===== config.mk =====
export PLATFORM = sky130hd
export DESIGN_NAME = hex_score_display
export DESIGN_NICKNAME = d
export VERILOG_FILES = /design/src/rtl/hex_score_display.sv
export SDC_FILE = /design/constraint.sdc
export NUM_CORES = 1
export LEC_CHECK = 0
export BUFFER_PORTS_ARGS = -buffer_cell sky130_fd_sc_hd__buf_2
export CAP_MARGIN = 10
export CELL_PAD_IN_SITES_DETAIL_PLACEMENT = 1
export CELL_PAD_IN_SITES_GLOBAL_PLACEMENT = 1
export CORE_MARGIN = 2
export CORE_UTILIZATION = 45
export DETAILED_ROUTE_END_ITERATION = 8
export HOLD_SLACK_MARGIN = 0.05
export PLACE_DENSITY_LB_ADDON = 0.1
export SETUP_SLACK_MARGIN = 0.3
export SLEW_MARGIN = 20
export SYNTH_ARGS = -nofsm -noshare
export SYNTH_HDL_FRONTEND = slang
export SYNTH_SLANG_ARGS = --single-unit

===== constraint.sdc =====
create_clock -name clk -period 2.86 [get_ports clk]
set_input_delay 0 -clock clk [delete_from_list [all_inputs] [get_ports clk]]
set_output_delay 0 -clock clk [all_outputs]
set_load 0.1 [all_outputs]

===== src/rtl/hex_score_display.sv =====
// Score display for the six DE1-SoC HEX digits: binary-to-BCD by sequential
// double-dabble, then one shared seven-segment decoder scanned across the digits.

module SevenSegment (
  input  logic [3:0] digit,
  input  logic       enable,
  output logic [6:0] seg
);
  always_comb begin
    seg = '1;
    if (enable) begin
      case (digit)
        4'h0: seg = 7'h40;
        4'h1: seg = 7'h79;
        4'h2: seg = 7'h24;
        4'h3: seg = 7'h30;
        4'h4: seg = 7'h19;
        4'h5: seg = 7'h12;
        4'h6: seg = 7'h02;
        4'h7: seg = 7'h78;
        4'h8: seg = 7'h00;
        4'h9: seg = 7'h10;
        4'hA: seg = 7'h08;
        4'hB: seg = 7'h03;
        4'hC: seg = 7'h46;
        4'hD: seg = 7'h21;
        4'hE: seg = 7'h06;
        4'hF: seg = 7'h0E;
        default: seg = '1;
      endcase
    end
  end
endmodule

module hex_score_display #(
  parameter int VALUE_W = 20
) (
  input  logic               clk,
  input  logic               reset,
  input  logic [VALUE_W-1:0] value,
  input  logic               load,
  input  logic               blank_zeros,
  output logic               busy,
  output logic               done,
  output logic [6:0]         hex0,
  output logic [6:0]         hex1,
  output logic [6:0]         hex2,
  output logic [6:0]         hex3,
  output logic [6:0]         hex4,
  output logic [6:0]         hex5
);
  typedef enum logic [1:0] {
    IDLE    = 2'd0,
    CONVERT = 2'd1,
    SCAN    = 2'd2,
    DONE    = 2'd3
  } state_t;

  localparam logic [VALUE_W-1:0] MAX_VAL   = VALUE_W'(999999);
  localparam logic [4:0]         LAST_ITER = 5'(VALUE_W - 1);

  state_t             state_q, state_d;
  logic [23:0]        bcd_q, bcd_d;
  logic [VALUE_W-1:0] bin_q, bin_d;
  logic [4:0]         iter_q, iter_d;
  logic [2:0]         idx_q, idx_d;
  logic               blank_q, blank_d;
  logic               busy_q, busy_d;
  logic               done_q, done_d;
  logic [6:0]         hex_q [6];
  logic [6:0]         hex_d [6];

  logic [23:0] bcd_adj;
  logic [3:0]  dec_digit;
  logic        dec_enable;
  logic        upper_zero;
  logic [6:0]  dec_seg;

  SevenSegment u_dec (
    .digit  (dec_digit),
    .enable (dec_enable),
    .seg    (dec_seg)
  );

  // Digit mux for the shared decoder; blanking looks at this and all higher nibbles.
  always_comb begin
    dec_digit  = '0;
    upper_zero = 1'b0;
    for (int unsigned i = 0; i < 6; i++) begin
      if (idx_q == 3'(i)) begin
        dec_digit  = bcd_q[4*i +: 4];
        upper_zero = ((bcd_q >> (4*i)) == '0);
      end
    end
    dec_enable = ~(blank_q & upper_zero & (idx_q != 3'd0));
  end

  always_comb begin
    bcd_adj = bcd_q;
    for (int unsigned i = 0; i < 6; i++) begin
      if (bcd_q[4*i +: 4] >= 4'd5) bcd_adj[4*i +: 4] = bcd_q[4*i +: 4] + 4'd3;
    end
  end

  always_comb begin
    state_d = state_q;
    bcd_d   = bcd_q;
    bin_d   = bin_q;
    iter_d  = iter_q;
    idx_d   = idx_q;
    blank_d = blank_q;
    done_d  = 1'b0;
    hex_d   = hex_q;
    case (state_q)
      IDLE: begin
        if (load) begin
          bin_d   = (value > MAX_VAL) ? MAX_VAL : value;
          blank_d = blank_zeros;
          bcd_d   = '0;
          iter_d  = '0;
          state_d = CONVERT;
        end
      end
      CONVERT: begin
        {bcd_d, bin_d} = {bcd_adj, bin_q} << 1;
        iter_d = iter_q + 5'd1;
        if (iter_q == LAST_ITER) begin
          idx_d   = '0;
          state_d = SCAN;
        end
      end
      SCAN: begin
        for (int unsigned i = 0; i < 6; i++) begin
          if (idx_q == 3'(i)) hex_d[i] = dec_seg;
        end
        idx_d = idx_q + 3'd1;
        if (idx_q == 3'd5) begin
          done_d  = 1'b1;
          state_d = DONE;
        end
      end
      DONE: state_d = IDLE;
      default: state_d = IDLE;
    endcase
    busy_d = (state_d != IDLE);
  end

  always_ff @(posedge clk or posedge reset) begin
    if (reset) begin
      state_q <= IDLE;
      bcd_q   <= '0;
      bin_q   <= '0;
      iter_q  <= '0;
      idx_q   <= '0;
      blank_q <= 1'b0;
      busy_q  <= 1'b0;
      done_q  <= 1'b0;
      for (int unsigned i = 0; i < 6; i++) hex_q[i] <= '1;
    end else begin
      state_q <= state_d;
      bcd_q   <= bcd_d;
      bin_q   <= bin_d;
      iter_q  <= iter_d;
      idx_q   <= idx_d;
      blank_q <= blank_d;
      busy_q  <= busy_d;
      done_q  <= done_d;
      for (int unsigned i = 0; i < 6; i++) hex_q[i] <= hex_d[i];
    end
  end

  assign busy = busy_q;
  assign done = done_q;
  assign hex0 = hex_q[0];
  assign hex1 = hex_q[1];
  assign hex2 = hex_q[2];
  assign hex3 = hex_q[3];
  assign hex4 = hex_q[4];
  assign hex5 = hex_q[5];
endmodule


==> summary by stage <==
Outcome
The run finished with clean final reports.

GRT
The total routing usage reported by global routing is 23.91%. The final global-route overflow total is 0. The number of antenna violations at the first check in global routing was 0. The first global-routing pass estimated 23700 microns of wire. The met1 demand-to-capacity share in global routing is 31.29%. Global routing used a little over 40% of the available met2 tracks. The maximum number of pins on one net before global-route repair is 58. The number of global-route vias before repair is approximately 4600. The met3 routing resource usage after global routing is under 10%. The highest-utilization routing layer at the global route stage is met2.

Placed design
The HPWL after detailed placement is 9494 microns. The last weighted congestion value of the routability-driven placer is between 0.8 and 0.9. During placement, the flow inserted port buffers numbering 67. In this run, placement finished with an instance count of 720.

Synth
The synthesized flop and latch total is 99. In the synthesized netlist the dominant register cell turns out to be dfrtp_1. After synthesis, the share of flip-flops with an asynchronous set or reset is 100.0%. Summing the areas of all xor and xnor instances in the mapped netlist gives 1.524% of the synthesized area. The portion of netlist area occupied by mux cells is 1.597%. The number of nets handed over by synthesis was between 500 and 600. A synthesized cell averages 9.985 sq um.

Summing the areas of all and, or, nand and nor instances in the mapped netlist gives 13.98% of the synthesized area. The most instantiated library cell after synthesis is dfrtp_1. Synthesis produced approximately 520 cells. The dominant cell type by area after synthesis is dfrtp_1. The compound-cell area share of the yosys netlist is 22.06%. By area the synthesized netlist is led by dfrtp_1 28%, dfstp_2 21%, ha_1 7.0%, nand2_1 3.8%, nor2_1 3.3%. The synthesized netlist occupies a cell area of 0.005172 sq mm. The synthesized design contains 0 enable-type register cells. The adder-cell share of the synthesized area is 7.015%. The commonest cells after synthesis are 57 x dfrtp_1, 52 x nand2_1, 46 x nor2_1. Yosys mapped the design onto 57 distinct sky130hd cell types. The Yosys step of the flow raised 0 warnings.

The share of Yosys cell area claimed by the top area cell type is 27.58%. The share of the Yosys chip area taken by registers is 48.91%. The main combinational cell family by area after synthesis is compound AO/OA/AOI/OAI gates.

Route
The total number of vias is 4417. After the first detailed-routing iteration, the DRC count stood at 239. The pre-antenna-repair detailed-routing pass consisted of 4 iterations. The number of routed nets with antenna violations is 0. The overall routed net length is 14630 microns. After detailed routing, the average wire length per cell comes to around 19 microns. The final routed DRC violation total is 0. In the routed layout, each cell is associated on average with a via count of 5.736.

Timing
The minimum clock period after layout is 2517 ps. For the final database, setup skew stands at between 9 and 10 ps. The max-slew violation total from the final report is 0. The worst max-slew margin expressed relative to the limit is a little under half. The setup violation total in the final timing report is 0. The upper clock frequency limit is 397.3 MHz. Adding up every negative setup slack in the final design gives 0 ps.

The post-route clock period utilization is between 80% and 90%. Setup repair after global routing could not meet its margin everywhere. The worst hold margin is 79.15 ps. The transition time of the tightest slew-check pin is 802.2 ps. The number of hold violations in the final report is 0.

Setup path
The largest single stage delay on the critical path is 400 ps. The most critical setup path has its startpoint at idx_q[1]$_DFFE_PP0P_. Traced cell by cell, the critical path runs through inv_2, ha_4, buf_4, nand3b_1, a211o_1, a211oi_4, buf_6, nand2_2, o221a_4, a21oi_1. STA puts the critical path data required time at between 3000 and 4000 ps. In this run the critical register-to-register path is launched from idx_q[1]$_DFFE_PP0P_. The worst setup path is launched from a flip-flop. The critical path data arrival time is 2790 ps. The critical path start-end classification is flip-flop to flip-flop. The type of element capturing the critical path is a flip-flop. Of all nets on the critical path, the largest fanout is 8.

For this design, the slowest cell found on the critical path is dfrtp_1.

Die
The floorplan has 39 rows. The die span in x is 111.2 microns. 68 I/O pins were placed. The area of the core is around 0.011 sq mm. The full die area is about 0.012 sq mm. The initial utilization of the core area, before any placement, comes to 45.69%. The height of the die is 111.2 microns.

Layout
The number of nets at the end of the flow is 675. The share of layout cells above drive strength 1 is 33.17%. Counting the fill cells in the layout gives around 1300. The layout-stage area growth over the synthesis result is 26.56%. The finished layout holds 770 standard cells, fillers aside.

The number of antenna diodes is 0.

Clock network
The H-tree depth reported by CTS is 3. Counting the buffers created by CTS gives 9. The clock transition at the registers of the reported paths is 70 ps. The longest clock path from root to sink contains 2 buffers. The clock insertion delay at the later pin of the skew report is 360 ps. The buffer type at the clock tree root is clkbuf_16. Clock tree synthesis found a total of 99 sinks. The TritonCTS clock tree is built.

Hold path
The worst min-delay path class is input pin to flip-flop. The worst hold path begins at value[16].

Job
Max-cap violations in this run came to 0.
-- final cells by class --
class | count | area, sq um | share of cell area, %
sequential | 99 | 2531 | 38.67
clock inverter | 4 | 31.28 | 0.4778
timing repair buffer | 121 | 822.0 | 12.56
inverter | 29 | 110.1 | 1.682
tap | 143 | 178.9 | 2.733
multi-input combinational | 362 | 2616 | 39.97
clock buffer | 12 | 256.5 | 3.918
-- registers in the layout (all words and copies together) (netlist names), 2 cells and up --
name	count
bcd_q	24
bin_q	20
hex0	7
hex1	7
hex2	7
hex3	7
hex4	7
hex5	7
idx_q	3
iter_q	5
state_q	2
-- through the flow --
stage                     util [%]  setup slack [ps]  cell area, sq um
after floorplan                  -             307.3              5175
after global placement       50.44             237.6              5710
after detailed placement     50.44             53.22              5710
after CTS                    55.82             275.4              6320
after global routing         57.82             244.3              6546
final                        57.82             342.8              6546
-- critical path, delay by kind of cell, from the launching register on --
family / cells / cell delay (ps)
simple gates: 2 / 260
fa+ha+maj: 1 / 200
compound gates: 4 / 1130
flops: 1 / 400
buf+inv: 3 / 420
-- timing repair --
action                     CTS  global route
buffers inserted             5             6
resized for setup           14            28
pin swaps                    5            14
hold endpoints to repair    62             0
hold buffers                22             0
gates cloned                 0             1
setup endpoints to repair   42            42
-- per-layer routing --
metal / wire length, microns / vias to the layer above / part of all wire [%]
met2: 7309 / 80 / 50
met4: 341 / 0 / 2.3
met5: 0 / - / 0
met1: 6516 / 2243 / 45
li1: - / 2070 / -
met3: 460 / 24 / 3.1
-- cells by family (layout without fill, tap and decap cells) --
group           count (synthesis)  in the layout
simple gates                  150            150
mux                             8              8
compound gates                166            166
fa+ha+maj                      29             29
flops                          99             99
buf+inv                        57            166
xor+xnor                        9              9
-- layout by cell type (no fill, tap or decap), types with 12 or more instances in the layout --
master,count
buf_2,68
dfrtp_1,56
nand2_1,52
nor2_1,46
dfstp_2,42
o21ai_0,34
a21oi_1,28
buf_4,28
inv_1,23
dlygate4sd3_1,22
ha_1,21
a31oi_1,14
a22oi_1,13
nand2b_1,12
o21ai_1,12
-- worst paths after layout --
| kind | endpoint | slack (ps) | cells after the start |
|---|---|---|---|
| setup reg to reg | hex2[1]$_DFFE_PP1P_ | 340 | 10 |
| setup / recovery | hex2[1]$_DFFE_PP1P_ | 340 | 10 |
| hold / removal | bin_q[16]$_DFFE_PP0P_ | 80 | 4 |
| hold reg to reg | hex3[4]$_DFFE_PP1P_ | 470 | 2 |
| min in group asynchronous | bcd_q[10]$_DFFE_PP0P_ | 290 | 3 |
| max in group asynchronous | hex4[6]$_DFFE_PP1P_ | 1770 | 4 |
Power is not shown: default switching activity piles up to over one toggle a cycle in this logic, so the estimate is an artifact.
